## config.mk

```make
export PLATFORM = sky130hd
export DESIGN_NAME = uart_tx
export DESIGN_NICKNAME = d
export VERILOG_FILES = /design/src/rtl/uart_tx.sv
export SDC_FILE = /design/constraint.sdc
export NUM_CORES = 1
export LEC_CHECK = 0
export BUFFER_PORTS_ARGS = -buffer_cell sky130_fd_sc_hd__buf_4
export CAP_MARGIN = 20
export CORE_MARGIN = 2
export CORE_UTILIZATION = 45
export CTS_CLUSTER_SIZE = 25
export DETAILED_ROUTE_END_ITERATION = 16
export HOLD_SLACK_MARGIN = 0.02
export PLACE_DENSITY = 0.62
export SLEW_MARGIN = 30
export SYNTH_ARGS = -nofsm -noshare
export SYNTH_HDL_FRONTEND = slang
export SYNTH_SLANG_ARGS = --single-unit
```

## constraint.sdc

```tcl
create_clock -name clk -period 3.1 [get_ports clk]
set_clock_uncertainty 0.1 [all_clocks]
set_input_delay 0.62 -clock clk [delete_from_list [all_inputs] [get_ports clk]]
set_output_delay 0.62 -clock clk [all_outputs]
set_load 0.01 [all_outputs]
```

## src/rtl/uart_tx.sv

```systemverilog
// Byte FIFO feeding an 8N1 serialiser (LSB first). It is the consumer of muarttx
// writes, and its status drives muartstat.
module uart_tx #(
    parameter int unsigned DEPTH  = 16,
    parameter int unsigned CLKDIV = 868
) (
    input  logic                     clk,
    input  logic                     rst,
    input  logic                     wr_valid,
    input  logic [7:0]               wr_data,
    output logic                     wr_ready,
    input  logic                     ovf_clr,
    output logic                     ovf,
    output logic [$clog2(DEPTH):0]   fifo_count,
    output logic                     busy,
    output logic                     txd
);

    localparam int unsigned AW = $clog2(DEPTH);
    localparam int unsigned CW = AW + 1;
    localparam logic [CW-1:0] FULL    = CW'(DEPTH);
    localparam logic [15:0]   BRELOAD = 16'(CLKDIV - 1);

    typedef enum logic [1:0] {StIdle, StStart, StData, StStop} state_e;

    state_e          state_q, state_d;
    logic [15:0]     bcnt_q, bcnt_d;
    logic [2:0]      bidx_q, bidx_d;
    logic [7:0]      shreg_q, shreg_d;
    logic            txd_q, txd_d;
    logic            ovf_q, ovf_d;
    logic [AW-1:0]   wr_ptr_q, wr_ptr_d;
    logic [AW-1:0]   rd_ptr_q, rd_ptr_d;
    logic [CW-1:0]   count_q, count_d;
    logic [7:0]      mem_q [DEPTH];

    logic            push;
    logic            pop;

    // Ready comes from the registered count only, so a same-cycle pop never frees a slot early.
    assign wr_ready   = (count_q != FULL);
    assign push       = wr_valid & wr_ready;
    assign ovf        = ovf_q;
    assign fifo_count = count_q;
    assign busy       = (count_q != '0) || (state_q != StIdle);
    assign txd        = txd_q;

    always_comb begin
        state_d = state_q;
        bcnt_d  = (bcnt_q != 16'd0) ? bcnt_q - 16'd1 : bcnt_q;
        bidx_d  = bidx_q;
        shreg_d = shreg_q;
        txd_d   = txd_q;
        pop     = 1'b0;
        unique case (state_q)
            StIdle: begin
                txd_d = 1'b1;
                if (count_q != '0) begin
                    pop     = 1'b1;
                    shreg_d = mem_q[rd_ptr_q];
                    txd_d   = 1'b0;
                    bcnt_d  = BRELOAD;
                    state_d = StStart;
                end
            end
            StStart: begin
                if (bcnt_q == 16'd0) begin
                    txd_d   = shreg_q[0];
                    shreg_d = {1'b0, shreg_q[7:1]};
                    bidx_d  = 3'd0;
                    bcnt_d  = BRELOAD;
                    state_d = StData;
                end
            end
            StData: begin
                if (bcnt_q == 16'd0) begin
                    bcnt_d = BRELOAD;
                    if (bidx_q == 3'd7) begin
                        txd_d   = 1'b1;
                        state_d = StStop;
                    end else begin
                        txd_d   = shreg_q[0];
                        shreg_d = {1'b0, shreg_q[7:1]};
                        bidx_d  = bidx_q + 3'd1;
                    end
                end
            end
            StStop: begin
                if (bcnt_q == 16'd0) begin
                    // Chain straight into the next start bit so frames stay contiguous.
                    if (count_q != '0) begin
                        pop     = 1'b1;
                        shreg_d = mem_q[rd_ptr_q];
                        txd_d   = 1'b0;
                        bcnt_d  = BRELOAD;
                        state_d = StStart;
                    end else begin
                        state_d = StIdle;
                    end
                end
            end
            default: state_d = StIdle;
        endcase
    end

    always_comb begin
        wr_ptr_d = wr_ptr_q;
        rd_ptr_d = rd_ptr_q;
        count_d  = count_q;
        if (push) begin
            wr_ptr_d = wr_ptr_q + AW'(1);
        end
        if (pop) begin
            rd_ptr_d = rd_ptr_q + AW'(1);
        end
        unique case ({push, pop})
            2'b10:   count_d = count_q + CW'(1);
            2'b01:   count_d = count_q - CW'(1);
            default: count_d = count_q;
        endcase
    end

    // Set has priority over clear.
    always_comb begin
        ovf_d = ovf_q;
        if (ovf_clr) begin
            ovf_d = 1'b0;
        end
        if (wr_valid && !wr_ready) begin
            ovf_d = 1'b1;
        end
    end

    always_ff @(posedge clk or posedge rst) begin
        if (rst) begin
            state_q  <= StIdle;
            bcnt_q   <= 16'd0;
            bidx_q   <= 3'd0;
            shreg_q  <= 8'd0;
            txd_q    <= 1'b1;
            ovf_q    <= 1'b0;
            wr_ptr_q <= '0;
            rd_ptr_q <= '0;
            count_q  <= '0;
        end else begin
            state_q  <= state_d;
            bcnt_q   <= bcnt_d;
            bidx_q   <= bidx_d;
            shreg_q  <= shreg_d;
            txd_q    <= txd_d;
            ovf_q    <= ovf_d;
            wr_ptr_q <= wr_ptr_d;
            rd_ptr_q <= rd_ptr_d;
            count_q  <= count_d;
        end
    end

    // Storage needs no reset: entries are only read after being written.
    always_ff @(posedge clk) begin
        if (push) begin
            mem_q[wr_ptr_q] <= wr_data;
        end
    end

endmodule

```

---- Yosys cells after proc, flatten, opt, wreduce, memory -nomap -nowiden ----
Memories as Yosys holds them, arrays and structs flattened.
Cells that the tools add are included.
word-level totals
  bits in registers ....................... 44
  RAM bits ................................ 128
  input bits .............................. 12
  word-level logic and storage cells ...... 84
  memories ................................ 1
memory list
  memory  words  width  rd ports  clocked after Yosys merged registers in  wr ports  line  RTL
  mem_q   16     8      1         0                                        1         35    logic [7:0] mem_q [DEPTH];
cells by class
  $add $sub $neg .......................... 6
  equal/unequal tests ..................... 14
  muxes and demuxes ....................... 37
  bitwise logic cells ..................... 1
  reduce and logical (&&, ||, !) cells .... 16
operators by type and width
  kind                                                                    number
  16-bit two-way mux                                                      4
  16-bit case mux with 3 select lines                                     1
  8-bit two-way mux                                                       5
  8-bit case mux with 4 select lines                                      1
  16-bit logical NOT                                                      1
  16-bit nonzero test                                                     1
  16-bit by 1-bit subtractor with 16-bit output (second input constant)   1
  2-bit != test (second input constant)                                   7
  1-bit two-way mux                                                       13
  4-bit AND reduction                                                     3
  2-bit two-way mux                                                       5
  5-bit case mux with 2 select lines                                      1
  3-bit two-way mux                                                       3
  4-bit by 1-bit adder with 4-bit output (second input constant)          2
  2-bit case mux with 4 select lines                                      1
  2-bit nonzero test                                                      4
  2-bit equality test (second input constant)                             3
  3-bit case mux with 2 select lines                                      1
  5-bit by 1-bit adder with 5-bit output (second input constant)          1
  5-bit != test (second input constant)                                   1
  5-bit AND reduction                                                     1
  5-bit nonzero test                                                      1
  5-bit by 1-bit subtractor with 5-bit output (second input constant)     1
  2-bit by 1-bit equality test with 1-bit output (second input constant)  2
  10 further kinds                                                        10

---- Logic depth before layout (Yosys ltp) ----
  word-level depth ........................ 6
  mapped depth ............................ 15

---- Least setup slack after synthesis ----
Ideal clock, no wire load.
  path kind ............................... register -> register
  from .................................... register bcnt_q[0]
  to ...................................... register count_q[4] (netlist: fifo_count[4])
  setup time .............................. 79 ps
  arrival time ............................ 3074 ps
  required time ........................... 2921 ps
  slack ................................... -153 ps
  cell stages (with the launch flop) ...... 16
  clock period less this slack ............ 3253 ps
  cells stage by stage .................... dfrtp_1 -> inv_1 -> ha_1 -> nor4b_2 -> and4_1 -> buf_4 -> a21oi_1 -> nor3_1 -> ha_1 -> inv_1 -> fa_1 -> nor2b_1 -> o21ai_0 -> and3_1 -> nor3_1 -> xor2_1
between the ends
  longest elaborated chain between the ends .. 5
  elaborated cells between the ends (all ways) .. 7
  those cells by class .................... eq/ne (2); mux (3); reduce/logical (2)
ends and longest elaborated chain
  what                                                                                          line  RTL
  start, declared                                                                               27    logic [15:0] bcnt_q, bcnt_d;
  start signal, assigned                                                                        147   bcnt_q <= bcnt_d;
  16-bit logical NOT (*)                                                                        89    if (bcnt_q == 16'd0) begin
  1-bit two-way mux (*)                                                                         89
  1-bit case mux with 2 select lines (*)                                                        55    unique case (state_q)
  via pop                                                                                       38    logic pop;
  2-bit by 1-bit equality test with 1-bit output / 2-bit equality test (equally long branches)  116   unique case ({push, pop})
  5-bit case mux with 2 select lines / 2-bit nonzero test (equally long branches)               n/a
  end signal, assigned                                                                          154   count_q <= count_d;
  end, declared                                                                                 34    logic [CW-1:0] count_q, count_d;
The timed path passes the listed nets; every way through them passes the cells marked *.
A chain may end at the register's enable or synchronous reset.

---- Final worst setup path ----
  from .................................... register bcnt_q[1]
  to ...................................... register count_q[4] (netlist: fifo_count[4])
Same word-level chain as after synthesis.

==> metrics.csv <==
stage;metric;value;unit
routing;ant_nets;0;
sta;fin_hold_ws;0.194;ns
setup_path;cp_max_fo;3;
cts;clock-root-buffer;clkbuf_16;
routing;wl_met3;608;um
final_layout;fill_cells;1342;
setup_path;path_cells;inv_1, ha_1, nor4b_4, and4_1, a21oi_2, nor3_2, ha_2, inv_1, fa_1, nor2b_1, o21ai_1, and3_1, nor3_2, xor2_1;
logic_synthesis;ys_seq_elements;172;
final_layout;finalNetCount;603;
floorplan;die_area;0.0176;mm^2
cts;cts.reportedPaths.clkPinSlew;0.07;ns
logic_synthesis;ys_warn_count;0;
logic_synthesis;seq_area_frac_synth;0.662;
cts;htreeDepth;4;
sta;finalHoldViolCount;0;
power_and_ir_drop;power_leakage;0.00308;uW
routing;wire_per_inst;18.6;um
logic_synthesis;syn-num-nets;558;
routing;wirelength;15000;um
final_layout;multi_input_area;0.00238;mm^2
floorplan;row_count;47;
final_layout;register_area;0.00495;mm^2
global_routing;globalRouteTotalUtil;0.182;
sta;final_max_slew_viol_count;0;
sta;clock.fmax;343;MHz
setup_path;slowest_stage;fa_1;
floorplan;core_area;0.0164;mm^2
routing;dr_wl_met2;7480;um
run;cap_violations;0;
cts;cts_hold_repair.buffers;0;
floorplan;start_util;0.455;
logic_synthesis;synth_edf_count;128;
hold_path;hp-class;in2async;
global_routing;grt_pass1_vias;4410;
setup_path;critPathRequiredTime;3.36;ns
routing;vias;4346;
cts;numCtsBuffers;17;
floorplan;num_io_pins;21;
routing;dr.pass1.iters;7;
logic_synthesis;synth_cell_types;55;
routing;wl_met1;6560;um
placed_design;post-place-ws;-0.0490;ns
sta;worst_slew_pin_slew;0.795;ns
final_layout;drive_gt1_frac;0.195;
global_routing;grt_pass1_wl;23900;um
outcome;status;complete, no violations;
final_layout;area_growth;15.8;%
cts;cts_tree;built;
cts;insertion_delay;0.43;ns
floorplan;die_y;133;um
setup_path;critPathKind;reg2reg;
sta;period_share;0.939;
cts;clock-sinks;172;
setup_path;cp.arrival;3.17;ns
setup_path;crit_path_start_kind;register;
placed_design;place_congestion;0.829;
final_layout;diodes;0;
setup_path;critPathMaxStageDelay;0.40;ns
routing;drtIter0Drc;319;
placed_design;hpwl;9950;um
sta;setup_ws;0.188;ns
sta;period_minus_slack;2.91;ns
logic_synthesis;async_reset_ff_frac;0.256;
logic_synthesis;syn-mean-instance-area;14.2;um^2
setup_path;crit_buf_inv;2;
cts;cts_buffer_depth;2;
placed_design;portBuffers;20;
power_and_ir_drop;power_density;642;mW/mm^2
setup_path;cp-end-kind;register;
routing;drc;0;
routing;vias_per_cell;5.41;
logic_synthesis;synth_area;0.00747;mm^2
routing;highest_layer;met4;
global_routing;grt_remaining_overflow;0;
floorplan;die_w;133;um
power_and_ir_drop;vdd_drop_max;0.375;mV
logic_synthesis;synth-main-ff-cell;edfxtp_1;
global_routing;antenna_found_initial;0;
sta;setup_viol;0;
global_routing;grt_max_degree;32;
sta;relSlewSlack;0.468;
setup_path;cp_top_family;simple AND/OR/NAND/NOR gates;
logic_synthesis;syn_inst;526;
placed cells by master, fill, tap and decap left out, types with 2 or more instances in the layout:
master / instances
a21oi_1: 31
a21oi_2: 2
a22o_1: 4
a22oi_1: 7
a31oi_1: 4
a41oi_1: 5
and2_1: 3
and3_1: 2
buf_4: 51
bufinv_16: 2
clkbuf_16: 17
clkinvlp_4: 4
dfrtp_1: 42
edfxtp_1: 128
ha_1: 18
inv_1: 14
inv_2: 2
inv_6: 5
mux2_2: 3
mux2i_1: 42
mux4_2: 13
nand2_1: 32
nand2b_1: 7
nand3_1: 12
nand4_1: 6
nand4b_1: 2
nor2_1: 37
nor2b_1: 4
nor3_1: 14
nor3_2: 2
nor4_1: 3
o21ai_0: 10
o22ai_1: 7
or3_1: 2
xnor2_1: 4
xor2_1: 15
flip-flops by register name, summed over array words and instances, names as in the netlist:
name	count
mem_q	128
rd_ptr_q	4
bidx_q	3
state_q	2
txd	1
ovf	1
wr_ptr_q	4
fifo_count	5
shreg_q	8
bcnt_q	16
cells in the mapped netlist (all sizes together), types with 2 or more instances:
cell | n | area share
nand4b | 2 | 0.0023
o21ai | 11 | 0.0074
nor4 | 4 | 0.0054
a41oi | 5 | 0.0059
edfxtp | 128 | 0.51
nor2b | 4 | 0.0034
a21oi | 33 | 0.023
nor3 | 16 | 0.011
nor2 | 38 | 0.019
xnor2 | 4 | 0.0047
inv | 16 | 0.0080
and2 | 3 | 0.0025
clkbuf | 18 | 0.0090
mux2 | 3 | 0.0045
mux4 | 13 | 0.039
xor2 | 15 | 0.018
o22ai | 7 | 0.0059
nand2 | 32 | 0.016
nand4 | 6 | 0.0050
and3 | 2 | 0.0017
a22o | 4 | 0.0047
nand2b | 7 | 0.0059
nor4b | 2 | 0.0032
mux2i | 42 | 0.056
dfrtp | 43 | 0.14
ha | 19 | 0.032
a31oi | 5 | 0.0050
a22oi | 7 | 0.0070
or3 | 2 | 0.0017
nand3 | 12 | 0.0080
buf | 8 | 0.0059
routing by layer:
layer | track usage | vias up
met5 | 0 | -
met4 | 0.0735 | 0
met3 | 0.0414 | 20
met2 | 0.303 | 77
met1 | 0.233 | 2180
li1 | - | 2069
power by group:
part           internal [uW]  total, uW  switching, uW
clock network           1200       2100            903
logic                    244        614            370
registers               2710       2840            126
timing repair:
action,in CTS,in global routing
resized for setup,0,4
setup endpoints to repair,1,2
pin swaps,2,2
setup buffers,2,1
logic make-up after synthesis:
group	count (synthesis)	share of synthesized area
flip-flops	172	0.662
AND/OR/NAND/NOR	137	0.0925
AO/OA/AOI/OAI	78	0.0655
multiplexers	58	0.100
buffers and inverters	42	0.0229
adder cells (fa/ha/maj)	20	0.0345
XOR/XNOR	19	0.0223
final cells by class:
type                    count  area share
multi-input cells         312       0.275
well taps                 220      0.0318
clock buffers              17      0.0492
inverters                  16     0.00694
clock inverters            15      0.0188
repair buffers             52      0.0466
flip-flops and latches    172       0.572
metrics by stage:
step | cell area, um^2 | power, uW | TNS [ns] | std cells | util
after global routing | 8650 | 5780 | -0.0252 | 804 | 0.527
after detailed placement | 8020 | 3500 | -0.0490 | 769 | 0.489
after floorplan | 7480 | 3210 | 0 | 526 | -
after CTS | 8620 | 5600 | 0 | 803 | 0.526
after global placement | 8020 | 3470 | 0 | 769 | 0.489
final | 8650 | 5550 | 0 | 804 | 0.527
path summary, 6_finish.rpt:
kind                       startpoint       endpoint  slack (ns)  cells past startpoint
max                         bcnt_q[1]  fifo_count[4]        0.19                     14
min                               rst     bcnt_q[10]        0.19                      2
max reg2reg                 bcnt_q[1]  fifo_count[4]        0.19                     14
min reg2reg                 bidx_q[2]      bidx_q[2]        0.42                      1
max in group asynchronous         rst     shreg_q[3]        2.03                      3
min in group clk              ovf_clr            ovf        0.28                      2
Power figures use the tool's default switching activity.
